===== config.mk =====
export PLATFORM = sky130hd
export DESIGN_NAME = nrisc_control_fsm
export DESIGN_NICKNAME = d
export VERILOG_FILES = /design/src/rtl/nrisc_control_fsm.sv
export SDC_FILE = /design/constraint.sdc
export NUM_CORES = 1
export LEC_CHECK = 0
export CAP_MARGIN = 5
export CORE_AREA = 2 2 39 41
export DETAILED_ROUTE_END_ITERATION = 12
export DIE_AREA = 0 0 41 43
export DONT_BUFFER_PORTS = 1
export PLACE_DENSITY = 0.6
export SYNTH_ARGS = -nofsm -noshare
export SYNTH_HDL_FRONTEND = slang
export SYNTH_SLANG_ARGS = --single-unit

===== constraint.sdc =====
create_clock -name clock -period 1.5 [get_ports clock]
set_clock_uncertainty 0.1 [all_clocks]
set_input_delay 0.15 -clock clock [delete_from_list [all_inputs] [get_ports clock]]
set_output_delay 0.15 -clock clock [all_outputs]
set_load 0.01 [all_outputs]

===== src/rtl/nrisc_control_fsm.sv =====
// Multi-cycle main control FSM for the nRisc core: fetch/decode/execute/memory/writeback sequencing.
// Optional retired-instruction counter enabled by defining INSTR_COUNT_EN.
module nrisc_control_fsm #(
    parameter int CNT_WIDTH = 16
) (
    input  logic       clock,
    input  logic       reset,
    input  logic [7:0] ir,
    input  logic       mem_ready,
    output logic       alu_op,
    output logic [1:0] func_code,
    output logic [3:0] func_code_r,
    output logic       mem_read,
    output logic       mem_write,
    output logic       i_or_d,
    output logic       ir_write,
    output logic       pc_write,
    output logic [1:0] pc_src,
    output logic       branch,
    output logic       reg_write,
    output logic       mem_to_reg,
    output logic       halted,
    output logic       illegal_instr
`ifdef INSTR_COUNT_EN
    ,
    output logic [CNT_WIDTH-1:0] instr_count
`endif
);

    typedef enum logic [3:0] {
        S_IDLE   = 4'd0,
        S_FETCH  = 4'd1,
        S_DECODE = 4'd2,
        S_EXEC_R = 4'd3,
        S_WB_R   = 4'd4,
        S_ADDR   = 4'd5,
        S_MEM    = 4'd6,
        S_WB_MEM = 4'd7,
        S_BRANCH = 4'd8,
        S_JUMP   = 4'd9,
        S_HALT   = 4'd10
    } state_t;

    state_t state_r;
    state_t next_state_s;

    function automatic logic is_legal_func(input logic [3:0] f);
        case (f)
            4'b1000, 4'b1010, 4'b1101, 4'b1111, 4'b1100: is_legal_func = 1'b1;
            default:                                     is_legal_func = 1'b0;
        endcase
    endfunction

    // State register; reset aborts any pending memory access at once
    always_ff @(posedge clock or posedge reset) begin
        if (reset) begin
            state_r <= S_IDLE;
        end else begin
            state_r <= next_state_s;
        end
    end

    // Next-state and Moore output decode (FETCH completion also looks at mem_ready)
    always_comb begin
        next_state_s  = state_r;
        alu_op        = 1'b0;
        func_code     = 2'b11;
        func_code_r   = 4'b0000;
        mem_read      = 1'b0;
        mem_write     = 1'b0;
        i_or_d        = 1'b0;
        ir_write      = 1'b0;
        pc_write      = 1'b0;
        pc_src        = 2'b00;
        branch        = 1'b0;
        reg_write     = 1'b0;
        mem_to_reg    = 1'b0;
        halted        = 1'b0;
        illegal_instr = 1'b0;
        case (state_r)
            S_IDLE: begin
                next_state_s = S_FETCH;
            end
            S_FETCH: begin
                mem_read = 1'b1;
                if (mem_ready) begin
                    ir_write     = 1'b1;
                    pc_write     = 1'b1;
                    next_state_s = S_DECODE;
                end else begin
                    next_state_s = S_FETCH;
                end
            end
            S_DECODE: begin
                if (ir == 8'hFF) begin
                    next_state_s = S_HALT;
                end else begin
                    case (ir[7:6])
                        2'b00: next_state_s = S_ADDR;
                        2'b01: begin
                            if (is_legal_func(ir[5:2])) begin
                                next_state_s = S_EXEC_R;
                            end else begin
                                illegal_instr = 1'b1;
                                next_state_s  = S_HALT;
                            end
                        end
                        2'b10:   next_state_s = S_BRANCH;
                        2'b11:   next_state_s = S_JUMP;
                        default: next_state_s = S_HALT;
                    endcase
                end
            end
            S_EXEC_R: begin
                alu_op       = 1'b1;
                func_code    = 2'b01;
                func_code_r  = ir[5:2];
                next_state_s = S_WB_R;
            end
            S_WB_R: begin
                alu_op       = 1'b1;
                func_code    = 2'b01;
                func_code_r  = ir[5:2];
                reg_write    = 1'b1;
                next_state_s = S_FETCH;
            end
            S_ADDR: begin
                alu_op       = 1'b1;
                func_code    = 2'b00;
                next_state_s = S_MEM;
            end
            S_MEM: begin
                alu_op    = 1'b1;
                func_code = 2'b00;
                i_or_d    = 1'b1;
                mem_read  = ~ir[5];
                mem_write = ir[5];
                if (mem_ready) begin
                    next_state_s = ir[5] ? S_FETCH : S_WB_MEM;
                end else begin
                    next_state_s = S_MEM;
                end
            end
            S_WB_MEM: begin
                reg_write    = 1'b1;
                mem_to_reg   = 1'b1;
                next_state_s = S_FETCH;
            end
            S_BRANCH: begin
                alu_op       = 1'b1;
                func_code    = 2'b10;
                branch       = 1'b1;
                pc_src       = 2'b01;
                next_state_s = S_FETCH;
            end
            S_JUMP: begin
                pc_write     = 1'b1;
                pc_src       = 2'b10;
                next_state_s = S_FETCH;
            end
            S_HALT: begin
                halted       = 1'b1;
                next_state_s = S_HALT;
            end
            default: begin
                next_state_s = S_IDLE;
            end
        endcase
    end

`ifdef INSTR_COUNT_EN
    logic                 retire_s;
    logic [CNT_WIDTH-1:0] count_r;

    // Final cycle of every retired instruction; HALT and illegal paths never reach these
    always_comb begin
        retire_s = (state_r == S_WB_R) || (state_r == S_WB_MEM) ||
                   (state_r == S_BRANCH) || (state_r == S_JUMP) ||
                   ((state_r == S_MEM) && mem_ready && ir[5]);
    end

    // Retired-instruction counter, wraps naturally
    always_ff @(posedge clock or posedge reset) begin
        if (reset) begin
            count_r <= {CNT_WIDTH{1'b0}};
        end else if (retire_s) begin
            count_r <= count_r + CNT_WIDTH'(1);
        end else begin
            count_r <= count_r;
        end
    end

    assign instr_count = count_r;
`endif

endmodule


==> flow_metrics.env <==
export IMPL_outcome="finished, violations left"
export IMPL_violations="negative setup slack"
export IMPL_cts_tree="yes"
export IMPL_p_comb_share_pct=79.7
export IMPL_n_antenna_cell=0
export IMPL_hold_viol=0
export IMPL_clk_insertion_delay_late_ps=240
export IMPL_regMostFlops="state_r"
export IMPL_switchingPower_mw=0.764
export IMPL_htreeDepth=1
export IMPL_hold_end="state_r[3]"
export IMPL_grt_pass1_wl_mm=2.14
export IMPL_antenna_found_initial=0
export IMPL_syn2layout_area_growth_pct=54.5
export IMPL_synth_seq_cells=4
export IMPL_yosysSeqAreaShare_pct=19.6
export IMPL_hp_start="ir[7]"
export IMPL_setup_violations=13
export IMPL_p_int_mw=0.880
export IMPL_grt_overflow_total=0
export IMPL_grt_usage_pct=17.7
export IMPL_syn_avg_cell_area_um2=7.53
export IMPL_rows=14
export IMPL_drtPass1Iterations=4
export IMPL_ys_types=33
export IMPL_p_per_area_mw_per_mm2=2080
export IMPL_clock_sinks=4
export IMPL_drc=0
export IMPL_critPathKind="flop to output port"
export IMPL_place_congestion=0.836
export IMPL_rr_startpoint="state_r[0]"
export IMPL_peakVddDrop_v=0.000783
export IMPL_r2r_cells=5
export IMPL_worstMarginPinSlew_ps=344
export IMPL_initial_core_util_pct=37.0
export IMPL_rr_endpoint="state_r[0]"
export IMPL_power_sequential_fraction_pct=12.1
export IMPL_grt_pass1_vias=527
export IMPL_yosysWarnings=0
export IMPL_cts_root_buf="clkbuf_4"
export IMPL_coreArea_mm2=0.00138
export IMPL_layout_nets=96
export IMPL_dieArea_mm2=0.00176
export IMPL_power_leakage_nw=0.313
export IMPL_ios=30
export IMPL_placed_area_um2=633
export IMPL_grt_max_degree=11
export IMPL_endpoint_kind="output port"
export IMPL_slew_headroom_pct=77.1
export IMPL_synthCells=68
export IMPL_final_common_cell="buf_4"
export IMPL_period_share_pct=116
export IMPL_die_w_um=41
export IMPL_grt_setup_unrepaired="true"
export IMPL_avgViaCountPerCell=5.88
export IMPL_slew_violations=0
export IMPL_worst_slack_ps=-244
export IMPL_clkPwrFrac_pct=8.3
export IMPL_period_needed_ps=1740
export IMPL_crit_arrival_ps=1490
export IMPL_die_y_um=43
export IMPL_syn_num_nets=79
export IMPL_routed_wirelength_mm=1.43
export IMPL_numPortBuffers=0
export IMPL_start_kind="flop"
export IMPL_maxCapViolCount=0
export IMPL_n_fill_cell=125
export IMPL_dp_cells=93
export IMPL_cp_max_fo=3
export IMPL_r2r_slack_ps=0
export IMPL_whs_path_depth=2
export IMPL_whs_ps=27.9
export IMPL_routed_via_count=582
export IMPL_final_area_um2=791
export IMPL_clkTransAtPathRegs_ps=30
export IMPL_worst_ep_required_time_ps=1250
export IMPL_swShare_pct=46.5
export IMPL_synth_area_um2=512
export IMPL_clk_path_buf_depth=2
export IMPL_final_antenna_net_count=0
export IMPL_worstHoldPathType="input pin to flop"
export IMPL_largest_reg_flops=4
export IMPL_drive_gt1_share_pct=50.6
export IMPL_drt_iter0_drc=23
export IMPL_top_regs="state_r x4"
export IMPL_cts_buffers=3
export IMPL_drt_wirelength_per_cell_um=14.4
export IMPL_place_hpwl_mm=1.05
export IMPL_fmax_ghz=0.573
export IMPL_cp_startpoint="state_r[0]"
export IMPL_fin_cells=99
-- worst max path at each step --
| stage | endpoint | slack, ps | cells past startpoint |
|---|---|---|---|
| 2_1_floorplan | func_code[1] | -9 | 5 |
| 3_3_place_gp | func_code[1] | 0.3 | 4 |
| 3_5_place_dp | func_code[1] | -20 | 4 |
| 4_1_cts | func_code[1] | -240 | 4 |
| 5_1_grt | func_code[1] | -300 | 4 |
| 6_report | illegal_instr | -240 | 4 |
-- cell usage after synthesis (all sizes together) --
master	count	area share, %
nor2b	3	3.7
inv	4	2.9
o31ai	1	2.4
dfrtp	4	20
a21oi	4	3.9
nand3b	3	4.4
or2b	1	1.5
o32ai	1	1.7
o21ai	1	0.98
and2	4	4.9
nor3b	1	1.5
or3b	1	1.7
o221a	1	2.2
nand2b	6	8.8
or4	1	2.2
and3	2	2.4
and2b	1	1.5
a31oi	2	2.4
nand4	2	2.4
o221ai	1	1.7
a311oi	2	3.4
o21bai	1	1.5
nor4b	1	1.7
buf	4	6.6
clkbuf	1	0.73
o21a	1	1.5
nor2	8	5.9
xor2	1	1.7
nand2	3	2.2
nor3	2	2.0
-- logic make-up after synthesis --
| group | count (synthesis) | synth area share [%] |
|---|---|---|
| AO/OA/AOI/OAI | 15 | 21.8 |
| XOR/XNOR | 1 | 1.71 |
| flip-flops | 4 | 19.6 |
| AND/OR/NAND/NOR | 39 | 46.7 |
| buffers and inverters | 9 | 10.3 |
-- per-stage QoR --
stage	utilization [%]	total power [mW]	setup slack [ps]	TNS, ps
finish	57.1	1.64	-244	-1900
global placement	45.8	1.18	0.313	0
global route	57.1	1.76	-302	-2740
detailed placement	45.8	1.19	-24.9	-24.9
CTS	53.2	1.50	-237	-1970
floorplan	-	0.938	-8.96	-8.96
-- repair_timing --
item / CTS / global route
setup endpoints to repair: 16 / 21
pin swaps: 3 / 6
endpoints found under the hold margin: 4 / 0
hold buffers: 1 / 0
gates resized for setup: 14 / 11
setup buffers: 1 / 1
-- per-layer routing --
layer	routed length (um)	vias to the layer above	track usage, %
met5	0	-	0
met4	39	0	8.67
met3	91	6	3.66
met2	701	33	26.9
met1	598	270	22.5
li1	-	273	-
-- cell type report --
type	instances	area [um^2]	share of cell area, %
Tap cell	16	20.0	2.53
Sequential cell	4	100	12.7
Clock buffer	3	22.5	2.85
Timing Repair Buffer	17	141	17.9
Multi-Input combinational cell	55	492	62.2
Inverter	4	15.0	1.90
-- power groups by stage --
| stage | Sequential [mW] | Clock (mW) | Combinational (mW) |
|---|---|---|---|
| finish | 0.199 | 0.136 | 1.31 |
| global route | 0.202 | 0.144 | 1.42 |
| CTS | 0.197 | 0.134 | 1.17 |
| detailed placement | 0.197 | 0 | 0.992 |
| global placement | 0.190 | 0 | 0.989 |
| floorplan | 0.196 | 0 | 0.743 |
-- worst max-delay path: stages, from the launching register on --
cell and delay (ps):
dfrtp_1 400, buf_4 150, nand2b_4 130, or4_4 450, nor2_4 120
Power figures use the tool's default switching activity.
